--- src/rtl/disp_frame_rd_ctrl_pkg.sv ---
// disp_frame_rd_ctrl_pkg: shared widths, tag bit positions and FSM encoding for the display read path
package disp_frame_rd_ctrl_pkg;
    localparam int DSIZE   = 34;
    localparam int SOF_BIT = 32;
    localparam int EOF_BIT = 33;
    typedef enum logic [4:0] {
        S_IDLE = 5'b00001,
        S_WAIT = 5'b00010,
        S_REQ  = 5'b00100,
        S_DATA = 5'b01000,
        S_FEND = 5'b10000
    } state_t;
endpackage

--- src/rtl/disp_rd_addr_gen.sv ---
// disp_rd_addr_gen: frame word counter, burst address/length and first/last-word flags
module disp_rd_addr_gen #(
    parameter int FRAME_WORDS = 128000,
    parameter int BURST_LEN   = 32,
    parameter int ADDR_W      = 24,
    parameter int LEN_W       = 6
) (
    input  logic              clk,
    input  logic              rst_n,
    input  logic              clr,
    input  logic              inc,
    input  logic              sel,
    input  logic [ADDR_W-1:0] base_a,
    input  logic [ADDR_W-1:0] base_b,
    output logic [ADDR_W-1:0] addr,
    output logic [LEN_W-1:0]  len,
    output logic              first,
    output logic              last
);
    localparam int CNT_W = $clog2(FRAME_WORDS + 1);
    logic [CNT_W-1:0] word_cnt;
    logic [CNT_W-1:0] rem;
    always_ff @(posedge clk or negedge rst_n) begin
        if (!rst_n)
            word_cnt <= '0;
        else if (clr)
            word_cnt <= '0;
        else if (inc)
            word_cnt <= word_cnt + 1'b1;
    end
    // final burst shrinks to the words left so reads never pass base+FRAME_WORDS
    assign rem   = CNT_W'(FRAME_WORDS) - word_cnt;
    assign len   = (32'(rem) >= BURST_LEN) ? LEN_W'(BURST_LEN) : LEN_W'(rem);
    assign addr  = (sel ? base_b : base_a) + ADDR_W'(word_cnt);
    assign first = word_cnt == '0;
    assign last  = word_cnt == CNT_W'(FRAME_WORDS - 1);
endmodule

--- src/rtl/disp_frame_rd_ctrl.sv ---
// disp_frame_rd_ctrl: paced burst reads of a ping-pong frame buffer into the display FIFO
module disp_frame_rd_ctrl
    import disp_frame_rd_ctrl_pkg::*;
#(
    parameter int FRAME_WORDS = 128000,
    parameter int BURST_LEN   = 32,
    parameter int ADDR_W      = 24,
    parameter int LEN_W       = 6
) (
    input  logic              clk,
    input  logic              rst_n,
    input  logic              enable,
    input  logic [ADDR_W-1:0] base_a,
    input  logic [ADDR_W-1:0] base_b,
    input  logic              wr_frame_done,
    input  logic              disp_fifo_rdy,
    output logic              mem_rd_req,
    output logic [ADDR_W-1:0] mem_rd_addr,
    output logic [LEN_W-1:0]  mem_rd_len,
    input  logic              mem_rd_ack,
    input  logic              mem_rd_vld,
    input  logic [31:0]       mem_rd_data,
    output logic              burst_vld,
    output logic [DSIZE-1:0]  burst_rd_data,
    output logic              rd_buf_sel,
    output logic              frame_active,
    output logic              proto_err
);
    state_t            state;
    logic              swap_pend;
    logic [LEN_W-1:0]  beat_cnt;
    logic [ADDR_W-1:0] nxt_addr;
    logic [LEN_W-1:0]  nxt_len;
    logic              first, last, inc, apply, last_beat;

    assign inc       = (state == S_DATA) && mem_rd_vld;
    assign apply     = ((state == S_IDLE) && enable) || (state == S_FEND);
    assign last_beat = beat_cnt == mem_rd_len - 1'b1;

    disp_rd_addr_gen #(
        .FRAME_WORDS(FRAME_WORDS), .BURST_LEN(BURST_LEN), .ADDR_W(ADDR_W), .LEN_W(LEN_W)
    ) u_addr (
        .clk(clk), .rst_n(rst_n), .clr(apply), .inc(inc), .sel(rd_buf_sel),
        .base_a(base_a), .base_b(base_b), .addr(nxt_addr), .len(nxt_len),
        .first(first), .last(last)
    );

    always_ff @(posedge clk or negedge rst_n) begin
        if (!rst_n) begin
            state         <= S_IDLE;
            mem_rd_req    <= 1'b0;
            mem_rd_addr   <= '0;
            mem_rd_len    <= '0;
            burst_vld     <= 1'b0;
            burst_rd_data <= '0;
            rd_buf_sel    <= 1'b0;
            frame_active  <= 1'b0;
            proto_err     <= 1'b0;
            swap_pend     <= 1'b0;
            beat_cnt      <= '0;
        end else begin
            burst_vld <= inc;
            // a done pulse landing on the boundary cycle is applied and also kept pending
            swap_pend <= apply ? wr_frame_done : (swap_pend | wr_frame_done);
            if (apply && (swap_pend || wr_frame_done))
                rd_buf_sel <= ~rd_buf_sel;
            if (mem_rd_vld && (state != S_DATA))
                proto_err <= 1'b1;
            case (state)
                S_IDLE: if (enable) state <= S_WAIT;
                S_WAIT: begin
                    if (!enable) begin
                        state        <= S_IDLE;
                        frame_active <= 1'b0;
                    end else if (disp_fifo_rdy) begin
                        mem_rd_addr  <= nxt_addr;
                        mem_rd_len   <= nxt_len;
                        mem_rd_req   <= 1'b1;
                        frame_active <= 1'b1;
                        state        <= S_REQ;
                    end
                end
                S_REQ: begin
                    if (mem_rd_ack) begin
                        mem_rd_req <= 1'b0;
                        beat_cnt   <= '0;
                        state      <= S_DATA;
                    end
                end
                S_DATA: begin
                    if (mem_rd_vld) begin
                        burst_rd_data <= {last, first, mem_rd_data};
                        beat_cnt      <= beat_cnt + 1'b1;
                        if (last_beat) begin
                            state <= last ? S_FEND : (enable ? S_WAIT : S_IDLE);
                            if (!last && !enable)
                                frame_active <= 1'b0;
                        end
                    end
                end
                S_FEND: begin
                    frame_active <= 1'b0;
                    state        <= enable ? S_WAIT : S_IDLE;
                end
                default: state <= S_IDLE;
            endcase
        end
    end
endmodule

--- config.mk ---
export PLATFORM = sky130hd
export DESIGN_NAME = disp_frame_rd_ctrl
export DESIGN_NICKNAME = d
export VERILOG_FILES = /design/src/rtl/disp_frame_rd_ctrl_pkg.sv /design/src/rtl/disp_rd_addr_gen.sv /design/src/rtl/disp_frame_rd_ctrl.sv
export SDC_FILE = /design/constraint.sdc
export NUM_CORES = 1
export LEC_CHECK = 0
export CAP_MARGIN = 40
export CORE_MARGIN = 5
export CORE_UTILIZATION = 40
export CTS_CLUSTER_DIAMETER = 50
export DETAILED_ROUTE_END_ITERATION = 8
export GPL_ROUTABILITY_DRIVEN = 0
export PLACE_DENSITY = 0.68
export SKIP_CTS_REPAIR_TIMING = 1
export SYNTH_ARGS = -nofsm -noshare
export SYNTH_HDL_FRONTEND = slang
export SYNTH_HIERARCHICAL = 1
export SYNTH_SLANG_ARGS = --single-unit
--- constraint.sdc ---
create_clock -name clk -period 4.4 [get_ports clk]
set_input_delay 0.88 -clock clk [delete_from_list [all_inputs] [get_ports clk]]
set_output_delay 0.88 -clock clk [all_outputs]
set_load 0.02 [all_outputs]
==> key figures <==
Status
  – Run status: complete, no violations

Synthesis
  – Syn avg cell area: about 9.3 µm²
  – Top-area cell type share of the netlist area: roughly two fifths
  – Largest cells by area after synthesis: sky130_fd_sc_hd__dfrtp_1 (41%), sky130_fd_sc_hd__mux2_2 (9.2%), sky130_fd_sc_hd__nand2_1 (8.3%)
  – Flop and latch count out of synthesis: between 90 and 100
  – Mux contribution to synthesized area: approximately a tenth
  – Fraction of the mapped netlist area in compound gates: a little under an eighth
  – Proportion of synthesized chip area in sequential cells: approximately two fifths
  – Top flip-flop cell by instance count after synthesis: sky130_fd_sc_hd__dfrtp_1
  – Cell count after synthesis: between 600 and 700
  – Post-synth EDFFs: 0
  – Number of warnings printed during yosys synthesis: 6
  – Largest family of logic cells by synthesized area: simple AND/OR/NAND/NOR gates
  – Async set-or-reset flop fraction in the synthesized netlist: 100%
  – Number of nets produced by synthesis: ~740
  – Synth Cell Area: 5890 µm²
  – Adder-cell area share of the yosys netlist: ~5.0%
  – Simple-gate share of the synthesized area: between 15 and 20%
  – Post-synth top area cell: sky130_fd_sc_hd__dfrtp_1
  – Count of cell types in the netlist: 71
  – Xor/xnor cell area share of the yosys netlist: ~7.3%

Floorplan
  – Initial cell density of the core: 40.7%
  – Full die area: approximately 17000 µm²
  – Chip width: around 130 µm
  – Core region area: approximately 14000 µm²
  – Boundary pin count: roughly 160
  – Die boundary height: approximately 130 µm
  – Core Rows: between 40 and 50

Clock network
  – Number of CTS-inserted buffers: 9
  – Clock root buffer: sky130_fd_sc_hd__clkbuf_16
  – Count of clock tree sinks: 98
  – H-tree levels: 3
  – CTS max path bufs: 2
  – Source-to-sink clock delay at the later pin of the worst-skew pair: between 300 and 400 ps
  – TritonCTS clock tree: yes
  – Clock-pin slew on the worst setup and hold paths: roughly 60 ps

Routing
  – Antenna-violating nets left: 0
  – Detailed router's first-iteration violation count: between 200 and 250
  – Vias post-DR: a little over 5000
  – DR pass1 iterations: 4
  – Total wire length after detailed routing: 14.9 mm
  – DRC viols: 0
  – Wire per inst: 15.4 µm
  – Post-DR vias/cell: between 5 and 6

Layout
  – Final nets: slightly below 900
  – Layout cells sized above 1: a little over a tenth
  – Diode insertion count for antenna repair: 0
  – Final instance area: between 7000 and 8000 µm²
  – Area overhead of the layout relative to synthesis: 33.5%
  – Final-layout fill cell count: 1290
  – Share of the core filled with cells in the final layout: between 50% and 60%
  – Post-route non-filler standard cell count: 965

STA
  – RSZ-0062 raised after global routing: no
  – Highest clock rate: 277 MHz
  – Final Hold Vio Count: 0
  – Final worst path period share: 82.0%
  – Setup violations, final: 0
  – Crit path time final: 3610 ps
  – Final worst hold slack: around 360 ps
  – Worst-margin pin slew: between 600 and 700 ps
  – Total Neg Setup Slack: 0 ps
  – Max Slew Vio Count: 0
  – Maximum clock skew at final layout: between 8 and 9 ps
  – Max transition margin: a little over half

Placed design
  – Post-detailed-placement cell area: 7570 µm²
  – Final HPWL DP: between 10 and 15 mm
  – Cells after DPL: 949
  – Number of buffers inserted by port buffering: approximately 160

GRT
  – Highest-utilization routing layer at the global route stage: met2
  – Gr ovfl total: 0
  – Initial antenna violation count: 0
  – Maximum number of pins on one net before global-route repair: 63
  – Total Routing Usage GR: approximately 17%
  – GR Util met3: under 10%
  – Via count of the first global-routing pass: 5081
  – Met1 demand-to-capacity share in global routing: 22.1%
  – First-pass GRT wire length: roughly 25 mm
  – Met2 usage in global routing: between 20% and 30%

Setup path
  – Cell mode on critical path: sky130_fd_sc_hd__mux2_2
  – Maximum fanout along the worst path: 4
  – Family with the most delay on the worst path: compound AO/OA/AOI/OAI gates
  – Stage delay of the slowest cell on the critical path: between 400 and 500 ps
  – Total buffers and inverters traversed by the critical path: 1
  – Slowest cell on the critical path: sky130_fd_sc_hd__a221oi_1
  – Required @ worst endpoint: around 4600 ps
  – List of cells traversed by the critical path: clkdlybuf4s50_1 -> mux2_2 -> ha_1 -> fa_1 -> a21o_1 -> a221oi_1 -> o31a_1 -> nor2_1 -> o31ai_1 -> xor2_1 -> mux2_2
  – WP data arrival: roughly 3800 ps
  – Critical path endpoint category: register
  – Startpoint Class: input port
  – Worst setup path class: in -> reg

Pwr
  – Pwr/cell area: 418 nW/µm²
  – Leak pwr: 3.51 nW
  – VDD IR-drop max: 0.261 mV

Worst hold path
  – Worst hold path class: in -> async

Job
  – Max-Cap Viols: 0
area by class of cell:
| class | instances | area (µm²) | area share [%] |
|---|---|---|---|
| Multi-Input combinational cell | 487 | 3190 | 40.6 |
| Sequential cell | 98 | 2450 | 31.2 |
| Timing Repair Buffer | 162 | 1620 | 20.6 |
| Clock buffer | 12 | 246 | 3.13 |
| Tap cell | 184 | 230 | 2.93 |
| Inverter | 18 | 67.6 | 0.859 |
| Clock inverter | 4 | 51.3 | 0.652 |
state kept, by name (all words and copies together), names as in the netlist, 5 cells and up:
signal and count:
beat_cnt 6, burst_rd_data 34, mem_rd_addr 24, mem_rd_len 6, state 5, u_addr/word_cnt 17
layout by cell type (no fill, tap or decap), types with 4 or more instances in the layout:
cell                              instances
sky130_fd_sc_hd__inv_1                   18
sky130_fd_sc_hd__buf_4                    7
sky130_fd_sc_hd__o21ai_0                 29
sky130_fd_sc_hd__nand4_1                  9
sky130_fd_sc_hd__xnor2_1                 23
sky130_fd_sc_hd__a21o_1                   8
sky130_fd_sc_hd__nor3_1                   9
sky130_fd_sc_hd__clkbuf_16                9
sky130_fd_sc_hd__or3_1                    5
sky130_fd_sc_hd__dfrtp_1                 97
sky130_fd_sc_hd__o211ai_1                 5
sky130_fd_sc_hd__nor2b_1                  6
sky130_fd_sc_hd__a21oi_1                 32
sky130_fd_sc_hd__ha_1                    22
sky130_fd_sc_hd__xor2_1                  26
sky130_fd_sc_hd__nand2b_1                 4
sky130_fd_sc_hd__clkdlybuf4s50_1        154
sky130_fd_sc_hd__mux2i_1                  6
sky130_fd_sc_hd__nand2_1                131
sky130_fd_sc_hd__nand3_1                 13
sky130_fd_sc_hd__mux2_2                  48
sky130_fd_sc_hd__nor2_1                  49
worst paths after layout:
check                                       start                            end  slack (ps)  cells after the start
setup reg to reg           rd_buf_sel$_DFFE_PN0P_    mem_rd_addr[22]$_DFFE_PN0P_        1010                     10
min in group clk            proto_err$_DFFE_PN0P_          proto_err$_DFFE_PN0P_         460                      1
setup / recovery                        base_a[0]    mem_rd_addr[20]$_DFFE_PN0P_         790                     11
hold reg to reg             proto_err$_DFFE_PN0P_          proto_err$_DFFE_PN0P_         460                      1
hold / removal                              rst_n    mem_rd_addr[23]$_DFFE_PN0P_         360                      1
max in group asynchronous                   rst_n  burst_rd_data[14]$_DFFE_PN0P_        3050                      3
metal layers:
metal | share of wire [%] | wire, µm
met5 | 0 | 0
met4 | 1.7 | 255
met1 | 43 | 6460
met3 | 8.4 | 1260
met2 | 46 | 6920
cells in the mapped netlist (all sizes together), types with 2 or more instances:
cell type,number
dfrtp,97
nand2b,4
clkbuf,14
o31ai,3
nor2,49
a22o,2
nor4bb,2
nor4,3
or2,3
nand3,13
nor2b,6
nand4,10
mux2i,6
nor3,10
o31a,2
buf,17
a21boi,3
or4,3
a21oi,32
xnor2,23
a22oi,3
a21o,8
nor3b,2
o211ai,5
a221oi,2
nand2,131
xor2,26
ha,22
or3,6
mux2,48
o2111ai,3
and3,4
inv,18
a211oi,2
o21ai,29
and2,2
and4,2
where the power goes:
part / switching [W] / internal, W
sequential: 0.000131 / 0.00108
clock: 0.000334 / 0.000457
combinational: 0.000630 / 0.000657
total: 0.00109 / 0.00219
per-stage QoR:
stage,power [W],worst slack [ps]
2_1_floorplan,0.00196,692
5_1_grt,0.00349,657
3_3_place_gp,0.00249,491
4_1_cts,0.00333,813
6_report,0.00329,794
3_5_place_dp,0.00253,438
cells by family (layout without fill, tap and decap cells):
family,count (synthesis),count (layout)
buffers and inverters,49,196
muxes,54,54
and+or+nand+nor,254,254
adders and majority gates,23,23
xor gates and xnor gates,49,49
DFF,98,98
AOI/OAI and AO/OA,107,107
Note: power is estimated with default switching activity, not from simulation.
